===== config.mk =====
export PLATFORM = sky130hd
export DESIGN_NAME = serial_frame_rx
export DESIGN_NICKNAME = d
export VERILOG_FILES = /design/src/rtl/serial_frame_rx_pkg.sv /design/src/rtl/serial_frame_rx_sync_detect.sv /design/src/rtl/serial_frame_rx.sv
export SDC_FILE = /design/constraint.sdc
export NUM_CORES = 1
export LEC_CHECK = 0
export BUFFER_PORTS_ARGS = -buffer_cell sky130_fd_sc_hd__buf_4
export CORE_UTILIZATION = 55
export DETAILED_ROUTE_END_ITERATION = 6
export PLACE_DENSITY = 0.77
export RECOVER_POWER = 50
export SETUP_SLACK_MARGIN = 0.02
export SLEW_MARGIN = 20
export SYNTH_ARGS = -nofsm -noshare
export SYNTH_HDL_FRONTEND = slang
export SYNTH_HIERARCHICAL = 1
export SYNTH_SLANG_ARGS = --single-unit

===== constraint.sdc =====
create_clock -name clk -period 3.9 [get_ports clk]
set_input_delay 0.39 -clock clk [delete_from_list [all_inputs] [get_ports clk]]
set_output_delay 0.39 -clock clk [all_outputs]
set_load 0.05 [all_outputs]

===== src/rtl/serial_frame_rx_pkg.sv =====
// Shared types and constants for the serial frame receiver.
package serial_frame_rx_pkg;
    typedef enum logic [1:0] {HUNT, DATA, PARITY} state_t;

    localparam int SYNC_W = 4;
    localparam logic [SYNC_W-1:0] SYNC_DEFAULT = 4'b1011;
    localparam int CNT_W = 8;
endpackage


===== src/rtl/serial_frame_rx_sync_detect.sv =====
// Sync word matcher: shifts din into a history while enabled and flags a match
// combinationally on the edge that completes the sync word.
module sync_detect
    import serial_frame_rx_pkg::*;
#(
    parameter logic [SYNC_W-1:0] SYNC = SYNC_DEFAULT
) (
    input  logic clk,
    input  logic rstn,
    input  logic din,
    input  logic enable,
    input  logic clear,
    output logic hit
);
    // The oldest history bit is shifted out before it can take part in a
    // match, so only the newest SYNC_W-1 bits are kept.
    logic [SYNC_W-2:0] hist;

    always_ff @(posedge clk or negedge rstn) begin
        if (!rstn)       hist <= '0;
        else if (clear)  hist <= '0;
        else if (enable) hist <= {hist[SYNC_W-3:0], din};
    end

    assign hit = enable && ({hist, din} == SYNC);
endmodule


===== src/rtl/serial_frame_rx.sv =====
// Serial frame receiver: sync hunt, DATA_W payload bits MSB-first, even parity,
// registered valid/perr pulses and a saturating good-frame counter.
module serial_frame_rx
    import serial_frame_rx_pkg::*;
#(
    parameter int                DATA_W = 8,
    parameter logic [SYNC_W-1:0] SYNC   = SYNC_DEFAULT
) (
    input  logic              clk,
    input  logic              rstn,
    input  logic              din,
    output logic [DATA_W-1:0] data_out,
    output logic              valid,
    output logic              perr,
    output logic              busy,
    output logic [CNT_W-1:0]  frame_cnt
);
    localparam int CW = (DATA_W > 1) ? $clog2(DATA_W) : 1;

    state_t            state;
    logic [DATA_W-1:0] payload;
    logic [CW-1:0]     bitcnt;
    logic              par;
    logic              hit;

    sync_detect #(.SYNC(SYNC)) u_sync (
        .clk    (clk),
        .rstn   (rstn),
        .din    (din),
        .enable (state == HUNT),
        .clear  (state == PARITY),
        .hit    (hit)
    );

    always_ff @(posedge clk or negedge rstn) begin
        if (!rstn) begin
            state     <= HUNT;
            payload   <= '0;
            bitcnt    <= '0;
            par       <= 1'b0;
            data_out  <= '0;
            frame_cnt <= '0;
            valid     <= 1'b0;
            perr      <= 1'b0;
            busy      <= 1'b0;
        end else begin
            valid <= 1'b0;
            perr  <= 1'b0;
            case (state)
                HUNT: begin
                    if (hit) begin
                        state  <= DATA;
                        bitcnt <= '0;
                        par    <= 1'b0;
                        busy   <= 1'b1;
                    end
                end
                DATA: begin
                    payload <= {payload[DATA_W-2:0], din};
                    par     <= par ^ din;
                    bitcnt  <= bitcnt + 1'b1;
                    if (bitcnt == CW'(DATA_W - 1)) state <= PARITY;
                end
                PARITY: begin
                    // Even parity: payload XOR parity bit must be zero.
                    if ((par ^ din) == 1'b0) begin
                        data_out <= payload;
                        valid    <= 1'b1;
                        if (frame_cnt != '1) frame_cnt <= frame_cnt + 1'b1;
                    end else begin
                        perr <= 1'b1;
                    end
                    state <= HUNT;
                    busy  <= 1'b0;
                end
                default: begin
                    state <= HUNT;
                    busy  <= 1'b0;
                end
            endcase
        end
    end
endmodule


# [Word level (Yosys, flattened, before mapping)]
# Index checks and enable logic that the tools add are counted.
[word_totals] ff_bits=36 latchBits=0 mem_bits_rw=0 mem_bits_ro=0 input_bits=3 output_inout_bits=19 mem_count=0
[classes] addsub=2 multipliers=0 n_div=0 n_lt_le_gt_ge=0 eq_ne=7 shifts=0 mux=15 bitwise=3 reduce_logical=9
[ops] operator="$mux W3" n=3
[ops] operator="$add A8 B1 Y8 const B" n=1
[ops] operator="$ne A8 B8 Y1 const B" n=1
[ops] operator="$reduce_and A2 Y1" n=4
[ops] operator="$mux W1" n=6
[ops] operator="$pmux W3 S2" n=1
[ops] operator="$eq A4 B4 Y1 const B" n=1
[ops] operator="$mux W2" n=2
[ops] operator="$ne A2 B2 Y1 const B" n=2
[ops] operator="$pmux W1 S2" n=2
[ops] operator="$pmux W2 S2" n=1
[ops] operator="$reduce_bool A2 Y1" n=2
[ops] operator="$add A3 B1 Y3 const B" n=1
[ops] operator="$eq A3 B3 Y1 const B" n=1
[ops] operator="$reduce_and A3 Y1" n=1
[ops] operator="$eq A2 B1 Y1 const B" n=1
[ops] operator="$eq A2 B2 Y1 const B" n=1
[ops] operator="$logic_not A2 Y1" n=1
[ops] operator="$not A1 Y1" n=2
[ops] operator="$logic_and A1 B1 Y1" n=1
[ops] operator="$xor A1 B1 Y1" n=1

# [Depth between registers and ports, before layout]
# Gate-level depths: netlist of the first run.
[depth] word_depth=4 mapped_depth=6 ltp_nobuf=6

# [By module]
# Netlist of the first run, hierarchy kept.
[by_module_without_submodules] module="serial_frame_rx" instances=1 cells_each=122 area_per_inst_um2=1396.3 seq_area_each_um2=825.8
[by_module_without_submodules] module="sync_detect" instances=1 cells_each=11 area_per_inst_um2=132.6 seq_area_each_um2=75.1

# [Worst setup path after synthesis of the first run]
# OpenSTA, ideal clock, no wires.
[synth_path] kind="register to register" startpoint="register frame_cnt[0]" endpoint="register frame_cnt[1]" setup_ps=125 t_arrival_ps=1566 t_required_ps=3775 slack_ps=2209 path_stages_with_launch=5 path_buffers=0 period_less_slack_ps=1691 cell_sequence="dfrtp_1 ha_1 nand3_1 o21ai_2 mux2_4"
[synth_between] elab_chain_cells=2 word_cells_on_any_way=3
[synth_lines] element="start, declared" line_no="serial_frame_rx.sv:16" text="output logic [CNT_W-1:0] frame_cnt"
[synth_lines] element="start signal, assigned" line_no="serial_frame_rx.sv:69" text="if (frame_cnt != '1) frame_cnt <= frame_cnt + 1'b1;"
[synth_lines] element="parallel branches: the longest is 2 deep, another holds $add A8 B1 Y8"
# Several ways; the timed one is not identified.
# A chain may end at the register's enable or synchronous reset.

==> results of run 1 <==
==> metrics by stage <==
step	hold WS [ps]	power (uW)
after floorplan	94.4	952
after global placement	360	1060
after detailed placement	369	1090
after CTS	320	1300
after global routing	321	1360
final	331	1270
==> power by group through the flow <==
stage                     combinational (uW)  sequential [uW]  clock [uW]
after floorplan                          242              709           0
after global placement                   470              589           0
after detailed placement                 487              600           0
after CTS                                487              593         218
after global routing                     517              608         231
final                                    471              592         209
==> path summary, 6_finish.rpt <==
path	start	end	cells past startpoint
setup reg to reg	par	frame_cnt[1]	5
setup / recovery	rstn	data_out[2]	2
max in group clk	par	frame_cnt[1]	5
hold / removal	din	payload[0]	2
hold reg to reg	payload[7]	data_out[7]	2
min in group asynchronous	rstn	u_sync/hist[1]	2
==> routing by layer <==
layer  vias up  track usage  part of all wire
li1        498            -                 -
met1       504        0.260              0.45
met2        25        0.347              0.51
met3         2       0.0750             0.039
met4         0       0.0940            0.0038
met5         -            0                 0
==> kinds of logic after synthesis <==
logic type      Yosys count  synth area share
simple gates             55             0.160
flops                    36             0.589
mux                      16             0.117
compound gates           12            0.0597
buf+inv                   7            0.0270
xor+xnor                  4            0.0229
fa+ha+maj                 3            0.0246
==> synthesized netlist by cell type (3+ instances only) <==
cell | number | share of area
dfrtp_1 | 36 | 0.59
nand2_1 | 29 | 0.071
nor2_1 | 13 | 0.032
mux2_2 | 11 | 0.081
a21oi_1 | 4 | 0.013
inv_1 | 4 | 0.0098
mux2i_1 | 4 | 0.026
nand3_1 | 4 | 0.013
ha_1 | 3 | 0.025
==> timing repair <==
action / CTS / global route
hold buffers: 1 / 0
setup buffers: 0 / 0
hold endpoints to repair: 30 / 0
==> flip-flops by register name (all words and copies together), names as in the netlist <==
| signal | count |
|---|---|
| bitcnt | 3 |
| payload | 8 |
| state | 2 |
| u_sync/hist | 3 |
| data_out | 8 |
| busy | 1 |
| par | 1 |
| perr | 1 |
| frame_cnt | 8 |
| valid | 1 |
==> final cells by class <==
class	instances	area share
Sequential cell	36	0.515
Tap cell	30	0.0215
Clock inverter	1	0.00429
Clock buffer	7	0.0315
Multi-Input combinational cell	90	0.336
Timing Repair Buffer	22	0.0830
Inverter	4	0.00859
==> flow_summary.yaml, run 1 <==
setup_path:
  path_class: "input pin to asynchronous set/reset pin"
  required_ps: 3980
  start_kind: "input pin"
  cp_top_family: "buffers and inverters"
  max_stage_delay_ps: 1350
  worst-path-max-fanout: 36
  path_buf_inv: 2
  cp.arrival_ps: 2270
  reg2reg_slack_ps: 2100
  cp_slowest_cell: "clkbuf_1"
  path_cells: "dlygate4sd3_1 > clkbuf_1"
  crit_path_end_kind: "asynchronous set/reset pin"
clock_network:
  numCtsBuffers: 5
  cts_resized: 0
  h-tree-depth: 2
  cts_buffer_depth: 2
  clock_sinks: 36
  cts-root-buf: "clkbuf_4"
  cts_tree: "yes"
  cts.clk_slew.worst_paths_ps: 110
  clk_latency_ps: 330
status:
  violations: "max-capacitance violations, max-slew violations"
  status: "complete, but fails checks"
final_layout:
  ff_latch_area_um2: 901
  nNetsFinal: 165
  final_layout_size_suffix_gt1_frac: 0.250
  layout_commonest_cell: "dfrtp_1"
  n_antenna_cell: 0
  fin_area_um2: 1750
  final_cell_mix: "dfrtp_1 (36), nand2_1 (29), buf_4 (15)"
  area_growth_pct: 14.3
  fin_util: 0.687
  fin_cells: 190
  multiInputGateArea_um2: 587
  fill_cells: 203
synthesis:
  syn_area_um2: 1530
  yosysUniqueCellTypes: 28
  ys_seq_area_frac: 0.589
  synthArstFlopShare: 1.00
  ys_ff_latch: 36
  synthCells: 133
  yosysWarningCount: 6
  syn_nets: 139
  synthFlopType: "dfrtp_1"
  syn_avg_cell_area_um2: 11.5
  synth_edf_count: 0
drt:
  ant_nets: 0
  drt_wl_total_um: 2610
  via_count: 1029
  drc: 0
  drtPass1Iterations: 4
  via_per_inst: 5.42
  drt_iter0_markers: 18
  routedWlPerCell_um: 13.7
sta:
  post-route-period-util: 0.562
  setup_slack_ps: 1710
  fin_worst_skew_ps: 11.9
  slew_headroom: -0.258
  tightest_slew_ps: 1890
  setup-violations-final: 0
  grt_setup_unrepaired: "false"
  tns_ps: 0
  fmax_mhz: 456
  report.final.slew_viol_count: 37
  period_needed_ps: 2190
  finalHoldViolCount: 0
global_route:
  grt_overflow_total: 0
  grt_pass1_wl_um: 4380
  grt_pass1_vias: 1029
  track_usage: 0.216
  antenna_found_initial: 0
  grt_max_degree: 37
placed_design:
  place.gp.congestion: 0.796
  hpwl_um: 1790
  post_dp_cell_area_um2: 1700
  post-place-ws_ps: 1990
  portBuffers: 21
  place_inst: 181
power_and_ir_drop:
  intPower_uw: 779
  swShare: 0.388
  power.switching_uw: 494
  p_comb_frac: 0.371
  max-vdd-ir-drop_v: 0.000545
  cellPowerDensity_nw_per_um2: 728
  pwr-share-seq: 0.465
  leakage_uw: 0.000882
  clockPowerShare: 0.164
floorplanning:
  core-area_um2: 2540
  die_h_um: 54.7
  row_count: 18
  io_pins: 22
  dieArea_um2: 2990
  start_util: 0.601
  die_width_um: 54.7
run:
  max-cap-violations: 1
min_path:
  hp-class: "input pin to flop"
Note: power is estimated with default switching activity, not from simulation.
==> run 2, diff against run 1 <==
- CORE_UTILIZATION: 55 -> 50
- PLACE_DENSITY: 0.77 -> 0.74
- clock period: 3.9 -> 2 ns (I/O delays scaled with it)
==> run 2 against run 1 <==
Net effect:
- the flow now finishes without violations
- final cell count increased by 1.6%
- clock-buffer cell count decreased by 1
- combinational power increased by 98%
- critical path type is now flop to flop
- sequential power increased by 94%
- register-to-register slack got worse by 1700 ps
- global-route usage decreased by 3.6 points
- setup slack got worse by 1300 ps
- worst hold slack got worse by 170 ps
- critical endpoint is now frame_cnt[1]
- non-clock buffer count increased by 3
- flip-flop and latch count unchanged
- largest power group unchanged
==> flow_summary.yaml, run 2 (synthesis gave the netlist of run 1 again) <==
status:
  status: "finished clean"
power_and_ir_drop:
  max-vdd-ir-drop_v: 0.000776
  intPower_uw: 1490
  cellPowerDensity_nw_per_um2: 1390
  clockPowerShare: 0.144
  pwr-share-seq: 0.472
  p_comb_frac: 0.383
  power.switching_uw: 942
  swShare: 0.387
  leakage_uw: 0.000886
final_layout:
  final_cell_mix: "dfrtp_1 (36), nand2_1 (29), buf_4 (15)"
  layout_commonest_cell: "dfrtp_1"
  reg_top3: "data_out x8, frame_cnt x8, payload x8"
  n_antenna_cell: 0
  multiInputGateArea_um2: 587
  nNetsFinal: 168
  fill_cells: 230
  final_layout_size_suffix_gt1_frac: 0.247
  area_growth_pct: 14.2
  ff_latch_area_um2: 901
  fin_area_um2: 1750
  fin_util: 0.617
sta:
  fin_worst_skew_ps: 11.9
  report.final.slew_viol_count: 0
  post-route-period-util: 0.790
  setup-violations-final: 0
  finalHoldViolCount: 0
  tns_ps: 0
  period_needed_ps: 1580
  slew_headroom: 0.422
  fmax_mhz: 633
  tightest_slew_ps: 867
  grt_setup_unrepaired: "false"
setup_path:
  cp_top_family: "flip-flops"
  path_cells: "xnor2_1 > nand2_2 > inv_1 > o21ai_2 > mux2_4"
  crit_path_end_kind: "flop"
  start_kind: "flop"
  path_class: "flop to flop"
  cp_slowest_cell: "dfrtp_1"
  cp.arrival_ps: 1800
  required_ps: 2220
  worst-path-max-fanout: 12
  path_buf_inv: 1
  max_stage_delay_ps: 430
  reg2reg_slack_ps: 420
run:
  max-cap-violations: 0
drt:
  via_per_inst: 5.21
  drt_iter0_markers: 17
  drt_wl_total_um: 2570
  drtPass1Iterations: 3
  drc: 0
  via_count: 1006
  routedWlPerCell_um: 13.3
  ant_nets: 0
global_route:
  grt_pass1_wl_um: 4350
  track_usage: 0.180
  grt_pass1_vias: 973
  grt_max_degree: 37
  antenna_found_initial: 0
  grt_overflow_total: 0
floorplanning:
  io_pins: 22
  dieArea_um2: 3280
  core-area_um2: 2830
  start_util: 0.540
  die_h_um: 57.3
  die_width_um: 57.3
  row_count: 19
placed_design:
  portBuffers: 21
  place.gp.congestion: 0.768
  hpwl_um: 1770
  post_dp_cell_area_um2: 1720
clock_network:
  clock_sinks: 36
  h-tree-depth: 2
  cts_tree: "yes"
  cts.clk_slew.worst_paths_ps: 110
  cts_buffer_depth: 2
  clk_latency_ps: 330
  cts-root-buf: "clkbuf_4"
  numCtsBuffers: 5
  cts_resized: 0
min_path:
  hp-class: "input pin to flop"
-- run 2: changes by cell type in the layout (fill, tap and decap cells not counted) --
cell	previous run	this run
clkbuf_1	7	9
clkbuf_2	0	1
clkbuf_8	1	0
clkinv_2	0	1
clkinvlp_4	1	0
-- run 2: area by class of cell --
class,instances,area share
Tap cell,31,0.0222
Inverter,4,0.00860
Clock buffer,6,0.0237
Clock inverter,1,0.00287
Sequential cell,36,0.516
Timing Repair Buffer,25,0.0903
Multi-Input combinational cell,90,0.336
-- run 2: worst paths after layout --
kind	start	end	cells past startpoint
min in group asynchronous	rstn	perr	2
max reg2reg	par	frame_cnt[1]	5
max	par	frame_cnt[1]	5
max in group asynchronous	rstn	frame_cnt[2]	2
min reg2reg	data_out[6]	data_out[6]	2
min	din	payload[0]	2
-- run 2: repair_timing --
| item | 4_1_cts | 5_1_grt |
|---|---|---|
| hold buffers | 1 | 0 |
| hold endpoints to repair | 36 | 0 |
| buffers inserted | 0 | 0 |
| endpoints found under the setup margin | 0 | 0 |
-- run 2: metal layers --
layer  track usage  up-vias  wire length (um)
met5             0        -                 0
met4        0.0732        0                16
met3        0.0703        2                84
met2         0.272       14              1240
met1         0.234      490              1230
li1              -      500                 -
-- run 2: power by group through the flow --
stage / registers (uW) / logic (uW) / clock network [uW]
2_1_floorplan: 1380 / 472 / 0
3_3_place_gp: 1150 / 948 / 0
3_5_place_dp: 1160 / 971 / 0
4_1_cts: 1150 / 974 / 364
5_1_grt: 1180 / 1010 / 397
6_report: 1150 / 934 / 351
-- run 2: per-stage QoR --
| stage | total power [uW] | setup WS, ps | std cells | hold slack (ps) |
|---|---|---|---|---|
| after floorplan | 1860 | 309 | 133 | -95.6 |
| after global placement | 2090 | 512 | 185 | 173 |
| after detailed placement | 2130 | 448 | 185 | 180 |
| after CTS | 2490 | 426 | 193 | 144 |
| after global routing | 2590 | 339 | 193 | 132 |
| final | 2430 | 420 | 193 | 158 |
